--- src/rtl/banked_addr_decoder_if.sv ---
// banked_addr_decoder_if
// Purpose : bundles the CPU-side bus, I/O port, board option and ROM
//           controller handshake used by banked_addr_decoder.
// Signals : A/mrq            CPU memory request (address + strobe)
//           io_wr/io_rd      I/O strobes, io_addr/io_din in, io_dout out
//           alt_map          board option for the 0x8xxxx page
//           bank_mask        per-bit bank-register vs address select
//           rom_addr/region  registered decode result
//           rom_req/rom_ack  ROM controller handshake
//           ready            one-cycle end-of-access pulse
// Modports: master = CPU / environment side, slave = decoder side.
interface banked_addr_decoder_if #(
  parameter int BANK_W = 4
);
  logic [19:0]          A;
  logic                 mrq;
  logic                 io_wr;
  logic                 io_rd;
  logic [7:0]           io_addr;
  logic [7:0]           io_din;
  logic [7:0]           io_dout;
  logic                 alt_map;
  logic [BANK_W-1:0]    bank_mask;
  logic [16+BANK_W-1:0] rom_addr;
  logic [6:0]           region;
  logic                 rom_req;
  logic                 rom_ack;
  logic                 ready;

  modport master (
    output A, mrq, io_wr, io_rd, io_addr, io_din, alt_map, bank_mask, rom_ack,
    input  io_dout, rom_addr, region, rom_req, ready
  );

  modport slave (
    input  A, mrq, io_wr, io_rd, io_addr, io_din, alt_map, bank_mask, rom_ack,
    output io_dout, rom_addr, region, rom_req, ready
  );
endinterface

--- src/rtl/banked_addr_decoder.sv ---
// banked_addr_decoder
// Purpose : decodes a 20-bit CPU address into one of seven regions, translates
//           ROM accesses (including NUM_BANKS banked 64 KiB windows), and paces
//           the access with a ROM handshake or a fixed wait count.
// Ports   : clk    system clock, rising edge
//           reset  synchronous, active-high
//           bus    banked_addr_decoder_if.slave (see interface file)
// Options : define BANK_READBACK_EN to make bank registers readable on io_dout;
//           otherwise io_dout is tied to zero.
//
// state    | meaning
// IDLE     | waiting for mrq, latches A
// DECODE   | registers region/rom_addr, picks ROM or wait path
// ROM_WAIT | rom_req held until rom_ack sampled
// WAIT     | down-counter from OTHER_WAIT to zero
// DONE     | ready pulse, back to IDLE
module banked_addr_decoder #(
  parameter int         NUM_BANKS  = 2,
  parameter int         BANK_W     = 4,
  parameter logic [3:0] BANK_BASE  = 4'hA,
  parameter logic [7:0] BANK_PORT  = 8'h20,
  parameter int         OTHER_WAIT = 1
) (
  input logic                  clk,
  input logic                  reset,
  banked_addr_decoder_if.slave bus
);
  localparam int RA_W = 16 + BANK_W;

  localparam logic [2:0] S_IDLE     = 3'd0;
  localparam logic [2:0] S_DECODE   = 3'd1;
  localparam logic [2:0] S_ROM_WAIT = 3'd2;
  localparam logic [2:0] S_WAIT     = 3'd3;
  localparam logic [2:0] S_DONE     = 3'd4;

  logic [2:0]        r_state;
  logic [19:0]       r_addr;
  logic [BANK_W-1:0] r_bank [NUM_BANKS];
  logic [6:0]        r_region;
  logic [RA_W-1:0]   r_rom_addr;
  logic              r_rom_req;
  logic              r_ready;
  logic [2:0]        r_cnt;

  logic              w_win_hit;
  logic [BANK_W-1:0] w_win_bank;
  logic [BANK_W-1:0] w_eff_bank;
  logic [6:0]        w_region;
  logic [RA_W-1:0]   w_rom_addr;

  always_comb begin
    w_win_hit  = 1'b0;
    w_win_bank = '0;
    for (int k = 0; k < NUM_BANKS; k++) begin
      if (r_addr[19:16] == BANK_BASE + 4'(k)) begin
        w_win_hit  = 1'b1;
        w_win_bank = r_bank[k];
      end
    end
  end

  assign w_eff_bank = (w_win_bank & bus.bank_mask) |
                      (BANK_W'(r_addr[19:16]) & ~bus.bank_mask);

  // One-hot region {video, sprite, buffer, eeprom, pf_vram, ram, rom}.
  // Holes in the F page leave region at zero and take the wait path.
  always_comb begin
    w_region   = 7'h00;
    w_rom_addr = '0;
    case (r_addr[19:16])
      4'hC: begin
        w_region   = 7'h01;
        w_rom_addr = RA_W'(r_addr[15:0]);
      end
      4'hD: w_region = 7'h04;
      4'hE: w_region = 7'h02;
      4'hF: begin
        if (r_addr[15:14] == 2'b00)          w_region = 7'h08;
        else if (r_addr[15:12] == 4'h8)      w_region = 7'h10;
        else if (r_addr[15:4] == 12'h900)    w_region = 7'h20;
        else if (r_addr[15:1] == 15'h4C00)   w_region = 7'h40;
        else if (r_addr[15:4] == 12'hFFF) begin
          // reset/vector page maps to the top of ROM
          w_region   = 7'h01;
          w_rom_addr = {{(RA_W-4){1'b1}}, r_addr[3:0]};
        end
      end
      default: begin
        if (bus.alt_map && (r_addr[19:16] == 4'h8)) begin
          w_region = 7'h04;
        end else if (w_win_hit) begin
          w_region   = 7'h01;
          w_rom_addr = {w_eff_bank, r_addr[15:0]};
        end else begin
          w_region   = 7'h01;
          w_rom_addr = RA_W'(r_addr);
        end
      end
    endcase
  end

  // Bank registers update in every state; a write landing on the DECODE edge
  // is not seen by that decode because both sample the same old value.
  always_ff @(posedge clk) begin
    if (reset) begin
      r_state    <= S_IDLE;
      r_addr     <= '0;
      r_region   <= '0;
      r_rom_addr <= '0;
      r_rom_req  <= 1'b0;
      r_ready    <= 1'b0;
      r_cnt      <= '0;
      for (int k = 0; k < NUM_BANKS; k++) r_bank[k] <= '0;
    end else begin
      for (int k = 0; k < NUM_BANKS; k++) begin
        if (bus.io_wr && (bus.io_addr == BANK_PORT + 8'(k)))
          r_bank[k] <= bus.io_din[BANK_W-1:0];
      end
      r_ready <= 1'b0;
      case (r_state)
        S_IDLE: begin
          if (bus.mrq) begin
            r_addr  <= bus.A;
            r_state <= S_DECODE;
          end
        end
        S_DECODE: begin
          r_region   <= w_region;
          r_rom_addr <= w_rom_addr;
          if (w_region[0]) begin
            r_rom_req <= 1'b1;
            r_state   <= S_ROM_WAIT;
          end else begin
            r_cnt   <= 3'(OTHER_WAIT);
            r_state <= S_WAIT;
          end
        end
        S_ROM_WAIT: begin
          if (bus.rom_ack) begin
            r_rom_req <= 1'b0;
            r_ready   <= 1'b1;
            r_state   <= S_DONE;
          end
        end
        S_WAIT: begin
          if (r_cnt == 3'd0) begin
            r_ready <= 1'b1;
            r_state <= S_DONE;
          end else begin
            r_cnt <= r_cnt - 3'd1;
          end
        end
        S_DONE:  r_state <= S_IDLE;
        default: r_state <= S_IDLE;
      endcase
    end
  end

  assign bus.region   = r_region;
  assign bus.rom_addr = r_rom_addr;
  assign bus.rom_req  = r_rom_req;
  assign bus.ready    = r_ready;

`ifdef BANK_READBACK_EN
  logic [7:0]        r_io_dout;
  logic              w_rd_hit;
  logic [BANK_W-1:0] w_rd_val;

  always_comb begin
    w_rd_hit = 1'b0;
    w_rd_val = '0;
    for (int k = 0; k < NUM_BANKS; k++) begin
      if (bus.io_addr == BANK_PORT + 8'(k)) begin
        w_rd_hit = 1'b1;
        w_rd_val = r_bank[k];
      end
    end
  end

  always_ff @(posedge clk) begin
    if (reset) r_io_dout <= 8'h00;
    else       r_io_dout <= (bus.io_rd && w_rd_hit) ? 8'(w_rd_val) : 8'h00;
  end

  assign bus.io_dout = r_io_dout;
`else
  assign bus.io_dout = 8'h00;
`endif
endmodule

--- src/flat_wrapper.sv ---
// flat-port wrapper written by rule: the top's interface ports become plain ports
module banked_addr_decoder_flat 
#(
  parameter int         NUM_BANKS  = 2,
  parameter int         BANK_W     = 4,
  parameter logic [3:0] BANK_BASE  = 4'hA,
  parameter logic [7:0] BANK_PORT  = 8'h20,
  parameter int         OTHER_WAIT = 1
)
  (clk, reset, bus_A, bus_mrq, bus_io_wr, bus_io_rd, bus_io_addr, bus_io_din, bus_alt_map, bus_bank_mask, bus_rom_ack, bus_io_dout, bus_rom_addr, bus_region, bus_rom_req, bus_ready);
  banked_addr_decoder_if #(.BANK_W(BANK_W)) bus_i ();
  input logic clk;
  input logic reset;
  input wire logic [$bits(bus_i.A)-1:0] bus_A;
  input wire logic [$bits(bus_i.mrq)-1:0] bus_mrq;
  input wire logic [$bits(bus_i.io_wr)-1:0] bus_io_wr;
  input wire logic [$bits(bus_i.io_rd)-1:0] bus_io_rd;
  input wire logic [$bits(bus_i.io_addr)-1:0] bus_io_addr;
  input wire logic [$bits(bus_i.io_din)-1:0] bus_io_din;
  input wire logic [$bits(bus_i.alt_map)-1:0] bus_alt_map;
  input wire logic [$bits(bus_i.bank_mask)-1:0] bus_bank_mask;
  input wire logic [$bits(bus_i.rom_ack)-1:0] bus_rom_ack;
  output wire logic [$bits(bus_i.io_dout)-1:0] bus_io_dout;
  output wire logic [$bits(bus_i.rom_addr)-1:0] bus_rom_addr;
  output wire logic [$bits(bus_i.region)-1:0] bus_region;
  output wire logic [$bits(bus_i.rom_req)-1:0] bus_rom_req;
  output wire logic [$bits(bus_i.ready)-1:0] bus_ready;
  assign bus_i.A = bus_A;
  assign bus_i.mrq = bus_mrq;
  assign bus_i.io_wr = bus_io_wr;
  assign bus_i.io_rd = bus_io_rd;
  assign bus_i.io_addr = bus_io_addr;
  assign bus_i.io_din = bus_io_din;
  assign bus_i.alt_map = bus_alt_map;
  assign bus_i.bank_mask = bus_bank_mask;
  assign bus_i.rom_ack = bus_rom_ack;
  assign bus_io_dout = bus_i.io_dout;
  assign bus_rom_addr = bus_i.rom_addr;
  assign bus_region = bus_i.region;
  assign bus_rom_req = bus_i.rom_req;
  assign bus_ready = bus_i.ready;
  banked_addr_decoder #(.NUM_BANKS(NUM_BANKS), .BANK_W(BANK_W), .BANK_BASE(BANK_BASE), .BANK_PORT(BANK_PORT), .OTHER_WAIT(OTHER_WAIT)) u_core (.clk(clk), .reset(reset), .bus(bus_i));
endmodule
--- config.mk ---
export PLATFORM = sky130hd
export DESIGN_NAME = banked_addr_decoder_flat
export DESIGN_NICKNAME = d
export VERILOG_FILES = /design/src/rtl/banked_addr_decoder_if.sv /design/src/rtl/banked_addr_decoder.sv /design/src/flat_wrapper.sv
export SDC_FILE = /design/constraint.sdc
export NUM_CORES = 1
export LEC_CHECK = 0
export BUFFER_PORTS_ARGS = -buffer_cell sky130_fd_sc_hd__buf_2
export CORE_MARGIN = 10
export CORE_UTILIZATION = 30
export CTS_BUF_LIST = sky130_fd_sc_hd__clkbuf_2 sky130_fd_sc_hd__clkbuf_4 sky130_fd_sc_hd__clkbuf_8
export DETAILED_ROUTE_END_ITERATION = 10
export PLACE_DENSITY = 0.49
export SYNTH_ARGS = -nofsm -noshare
export SYNTH_HDL_FRONTEND = slang
export SYNTH_SLANG_ARGS = --single-unit
--- constraint.sdc ---
create_clock -name clk -period 2.1 [get_ports clk]
set_input_delay 0.105 -clock clk [delete_from_list [all_inputs] [get_ports clk]]
set_output_delay 0.105 -clock clk [all_outputs]
set_load 0.05 [all_outputs]
== After elaboration in Yosys (flattened, before gate mapping) ==
Memories as Yosys holds them, arrays and structs flattened.
Index checks and enable logic that the tools add are counted.

* Input bits: 47
* Logic and storage cells: 93
* Bits in registers: 55
* Output and inout bits: 37
* Memory bits (writable): 8
* Memories kept: 1

* Eq/ne operators: 22
* Reductions and logical operators: 13
* Muxes and demuxes: 43
* Add/sub/neg operators: 1
* Bitwise operators: 6

{| class="wikitable"
|+ Memories
! memory !! words !! bits a word !! read ports !! clocked after memory_dff !! wr ports !! RTL line !! source
|-
| u_core.r_bank || 2 || 4 || 2 || 0 || 2 || banked_addr_decoder.sv:38 || <nowiki>logic [BANK_W-1:0] r_bank [NUM_BANKS];</nowiki>
|}

{| class="wikitable"
|+ Operator list
! cell !! number
|-
| 20-bit two-way mux || 7
|-
| 20-bit case mux with 3 select lines || 1
|-
| 4-bit equality test, second input constant || 8
|-
| 7-bit two-way mux || 4
|-
| 7-bit case mux with 4 select lines || 1
|-
| 12-bit equality test, second input constant || 2
|-
| 3-bit two-way mux || 6
|-
| 8-bit by 6-bit equality test with 1-bit output, second input constant || 2
|-
| 1-bit two-way mux || 16
|-
| 4-bit two-way mux || 4
|-
| 15-bit equality test, second input constant || 1
|-
| 3-bit case mux with 4 select lines || 1
|-
| 3-bit AND reduction || 3
|-
| 4-bit bitwise AND || 2
|-
| 2-bit inequality test, second input constant || 4
|-
| 3-bit by 2-bit equality test with 1-bit output, second input constant || 2
|-
| 3-bit zero test || 2
|-
| 3-bit case mux with 2 select lines || 1
|-
| 2-bit by 1-bit inequality test with 1-bit output, second input constant || 2
|-
| 4-bit inverter || 1
|-
| 4-bit bitwise OR || 1
|-
| 1-bit case mux with 2 select lines || 2
|-
| 2-bit nonzero test || 2
|-
| 3-bit by 1-bit equality test with 1-bit output, second input constant || 1
|-
| 6 further kinds || 9
|}

== Logic depth before layout (Yosys ltp) ==
* Word-level depth: 9
* Mapped depth: 6
* Mapped depth without buffers: 6

== Worst setup path after synthesis ==
No wires, ideal clock.

* Path kind: reg2reg
* From: reg u_core.r_addr[9]
* To: reg u_core.r_rom_addr[10] (netlist: u_core.bus.rom_addr[10])
* Stages on the path, launching flop included: 6
* Period minus slack after synthesis: 1.596 ns
* Library setup time: 0.081 ns
* Setup slack: 0.504 ns
* Path buffers: 1
* Arrival time: 1.515 ns
* Data required time: 2.019 ns
* Path through: dfxtp_1 > nand3_1 > or4_4 > o21a_4 > buf_12 > a211oi_2

* Word-level cells in the longest chain between the ends: 7
* Elaborated cells between the ends (all ways): 9
* Those cells by class: eq/ne: 3; mux: 6

{| class="wikitable"
|+ Ends and longest elaborated chain
! element !! RTL line !! source
|-
| from (decl) || banked_addr_decoder.sv:37 || <nowiki>logic [19:0] r_addr;</nowiki>
|-
| from (signal assigned) || banked_addr_decoder.sv:123 || <nowiki>r_addr <= bus.A;</nowiki>
|-
| 12-bit equality test || banked_addr_decoder.sv:82 || <nowiki>else if (r_addr[15:4] == 12'hFFF) begin</nowiki>
|-
| 20-bit two-way mux || banked_addr_decoder.sv:82 ||
|-
| 20-bit two-way mux || banked_addr_decoder.sv:81 || <nowiki>else if (r_addr[15:1] == 15'h4C00) w_region = 7'h40;</nowiki>
|-
| 20-bit two-way mux * || banked_addr_decoder.sv:80 || <nowiki>else if (r_addr[15:4] == 12'h900) w_region = 7'h20;</nowiki>
|-
| 20-bit two-way mux * || banked_addr_decoder.sv:79 || <nowiki>else if (r_addr[15:12] == 4'h8) w_region = 7'h10;</nowiki>
|-
| 20-bit two-way mux * || banked_addr_decoder.sv:78 || <nowiki>if (r_addr[15:14] == 2'b00) w_region = 7'h08;</nowiki>
|-
| 20-bit case mux with 3 select lines * || banked_addr_decoder.sv:70 || <nowiki>case (r_addr[19:16])</nowiki>
|-
| to (signal assigned) || banked_addr_decoder.sv:129 || <nowiki>r_rom_addr <= w_rom_addr;</nowiki>
|-
| to (decl) || banked_addr_decoder.sv:40 || <nowiki>logic [RA_W-1:0] r_rom_addr;</nowiki>
|}

Mark *: on every way between the ends. The rest lies on a longest branch, timed or not.
A chain may end at the register's enable or synchronous reset.

== Final worst setup path ==
* From: reg u_core.r_addr[12]
* To: reg u_core.r_rom_addr[2] (netlist: u_core.bus.rom_addr[2])

* Word-level cells in the longest chain between the ends: 7
* Elaborated cells between the ends (all ways): 10
* Those cells by class: eq/ne: 4; mux: 6

{| class="wikitable"
|+ Ends and longest elaborated chain
! element !! RTL line
|-
| 12-bit equality test || banked_addr_decoder.sv:82
|-
| 20-bit two-way mux || banked_addr_decoder.sv:82
|-
| 20-bit two-way mux || banked_addr_decoder.sv:81
|-
| 20-bit two-way mux || banked_addr_decoder.sv:80
|-
| 20-bit two-way mux * || banked_addr_decoder.sv:79
|-
| 20-bit two-way mux * || banked_addr_decoder.sv:78
|-
| 20-bit case mux with 3 select lines * || banked_addr_decoder.sv:70
|}

Marks and branches as above.

==> impl_metrics.csv <==
group,metric,value,unit
outcome,outcome,"complete, no violations",
run,cap_violations,0,
cells_and_area,fin_util,38.3,%
drt,via_count,2423,
placed_design,gp_congestion,0.704,
timing,finalHoldViolCount,0,
placed_design,place_hpwl,5.88,mm
synth,netlist_area,2850,um^2
synth,synth_ff_type,"dfxtp_1",
min_path,worstHoldEndpoint,"u_core.r_addr[8]$_SDFFE_PP0P_",
worst_setup_path,path_max_fanout,5,
global_route,grt_pass1_vias,2466,
min_path,hold-path-cell-count,3,
min_path,min_from,"bus_A[8]",
cells_and_area,layout-drive-gt1-share,30.0,%
die,die_area,13800,um^2
power,powerDensity,877,nW/um^2
power,p_int,2.23,mW
global_route,grt_pass1_wl,12.8,mm
synth,synth.yosys.seq_area_share,47.1,%
timing,max_freq,567,MHz
placed_design,pre_cts_slack,324,ps
die,initial_core_util,30.8,%
cells_and_area,stdcell_area,3540,um^2
power,swShare,28.0,%
power,leakagePower,1.40,nW
timing,period_share,84.0,%
power,pwr-share-comb,16.5,%
cells_and_area,fillCellCount,963,
synth,syn_inst,312,
timing,fin_skew,13.0,ps
drt,wl,7.84,mm
global_route,track_usage,11.3,%
drt,drtAntennaViolNets,0,
timing,fin_setup_tns,0,ps
cts,cts-root-buf,"clkbuf_8",
placed_design,port-buffer-count,70,
timing,setup_viol,0,
cts,htree_levels,3,
cts,ctsHoldBuffers,4,
cts,cts_resized,0,
worst_setup_path,r2r_end,"u_core.bus.rom_addr[2]$_SDFFE_PP0P_",
drt,firstDrtPassIters,4,
cells_and_area,finalNonFillerCells,519,
drt,drc,0,
worst_setup_path,r2r_slack,330,ps
global_route,antenna_found_initial,0,
synth,yosys.area.top_type,"dfxtp_1",
drt,viasPerCell,4.67,
worst_setup_path,worstReg2RegStart,"u_core.r_addr[12]$_SDFFE_PP0P_",
synth,synth-edff-count,8,
cts,clk_pin_slew,70,ps
die,die_w,117,um
cts,cts_tree,"built",
timing,finalWorstSetupSlack,335,ps
synth,async_reset_ff_share,0,%
worst_setup_path,worstSetupPathType,"reg -> reg",
timing,rsz0062_at_grt,"no",
synth,yosysUniqueCellTypes,54,
worst_setup_path,crit_arrival,2050,ps
synth,synth_area_leaders,"dfxtp_1 (39%), edfxtp_1 (8.4%), nand2_1 (7.9%)",
drt,drt_iter0_markers,94,
synth,ys_ff_latch,63,
synth,yosys.area.top_type_share,38.6,%
power,irDropWorstVdd,0.292,mV
timing,final-max-slew-violation-count,0,
power,power.switching,0.870,mW
die,die_y,117,um
cts,post_cts_buffers,0,
cts,numCtsBuffers,9,
placed_design,dp.cells,497,
die,core-area,9240,um^2
timing,period_minus_slack,1770,ps
synth,syn_avg_cell_area,9.14,um^2
min_path,min_path_type,"in -> reg",
synth,yosysWarningCount,0,
timing,whs,14.3,ps
cts,insertion_delay,340,ps
die,num_io_pins,84,
global_route,grt_max_degree,34,
die,core.rowCount,35,
placed_design,place_area,3240,um^2
worst_setup_path,start_kind,"flip-flop",
power,pwr-share-seq,43.5,%
cells_and_area,area_delta_synth_final,24.1,%
cells_and_area,diodes,0,
worst_setup_path,ff2ff_path_depth,4,
worst_setup_path,crit_required,2380,ps
power,clkPwrFrac,40.0,%
cells_and_area,nets,434,
global_route,grt-ovfl-total,0,
power,power,3.10,mW
worst_setup_path,worstSetupEndpointType,"flip-flop",
drt,wl_per_cell,15.1,um
cts,clockBufferDepth,2,
cts,cts.sinks,63,
metal layers:
layer | up-vias | GRT usage [%] | routed length [um]
li1 | 1230 | - | -
met1 | 1129 | 13.9 | 3670
met2 | 51 | 18.6 | 3800
met3 | 13 | 2.54 | 227
met4 | 0 | 4.71 | 145
met5 | - | 0 | 0
placed cells by master, fill, tap and decap left out, drive strengths merged, types with 8 or more instances in the layout:
| cell | Yosys | routed |
|---|---|---|
| dfxtp | 55 | 55 |
| edfxtp | 8 | 8 |
| clkbuf | 16 | 13 |
| nand3 | 8 | 8 |
| nor2 | 24 | 24 |
| buf | 14 | 80 |
| nand2 | 60 | 60 |
| a21oi | 30 | 30 |
| conb | 1 | 8 |
| a211oi | 16 | 16 |
worst max-delay path by stage:
stage	from	to	depth (start not counted)
6_report	u_core.r_addr[12]$_SDFFE_PP0P_	u_core.bus.rom_addr[2]$_SDFFE_PP0P_	4
5_1_grt	u_core.r_addr[9]$_SDFFE_PP0P_	u_core.r_cnt[1]$_SDFFE_PP0P_	4
4_1_cts	u_core.r_addr[9]$_SDFFE_PP0P_	u_core.bus.rom_addr[2]$_SDFFE_PP0P_	4
3_5_place_dp	u_core.r_addr[9]$_SDFFE_PP0P_	u_core.bus.rom_addr[2]$_SDFFE_PP0P_	4
3_3_place_gp	u_core.r_state[0]$_SDFFE_PP0P_	u_core.bus.rom_addr[18]$_SDFFE_PP0P_	4
2_1_floorplan	u_core.r_addr[9]$_SDFFE_PP0P_	u_core.bus.rom_addr[10]$_SDFFE_PP0P_	5
final cells by class:
| cell class | instances | area [um^2] | share of cell area [%] |
|---|---|---|---|
| Clock buffer | 13 | 173 | 4.88 |
| Multi-Input combinational cell | 219 | 1290 | 36.4 |
| Inverter | 6 | 22.5 | 0.637 |
| Sequential cell | 63 | 1340 | 37.9 |
| Timing Repair Buffer | 86 | 485 | 13.7 |
| Tap cell | 129 | 161 | 4.56 |
| Clock inverter | 3 | 65.1 | 1.84 |
power by group through the flow:
stage / clock (mW) / sequential, mW / combinational, mW
after CTS: 1.28 / 1.35 / 0.519
after detailed placement: 0 / 1.38 / 0.513
after global routing: 1.34 / 1.36 / 0.564
final: 1.24 / 1.35 / 0.512
after floorplan: 0 / 1.47 / 0.292
after global placement: 0 / 1.38 / 0.507
cell usage after synthesis (all sizes together), types with 3 or more instances:
cell and count:
and2 5, nor2b 3, nor4 6, dfxtp 55, inv 6, nand2 60, nand3 8, nor3 5
edfxtp 8, nor2 24, a21oi 30, clkbuf 16, buf 14, nand4 3, nor4b 3, a22o 6
a211oi 16, nand2b 5
sequential cells by signal (all words and copies together), names as in the netlist:
signal	count
u_core.r_state	3
u_core.bus.rom_req	1
u_core.bus.region	7
u_core.bus.rom_addr	20
u_core.r_cnt	3
u_core.r_bank	8
u_core.r_addr	20
u_core.bus.ready	1
worst max-delay path, stage by stage, from the launching register on:
cell      delay (ps)
dfxtp_1          420
nand4_1          130
or4_4            550
a211oi_2         410
a22o_1           190
kinds of logic (layout without fill, tap and decap cells):
group | Yosys count | count (layout) | share of synthesized area (%)
AO/OA/AOI/OAI | 72 | 72 | 19.1
adder cells (fa/ha/maj) | 2 | 2 | 0.878
buffers and inverters | 37 | 108 | 8.87
flip-flops | 63 | 63 | 47.1
multiplexers | 3 | 3 | 1.10
other | 1 | 8 | 0.132
AND/OR/NAND/NOR | 134 | 134 | 22.9
(Power assumes the default switching activity.)
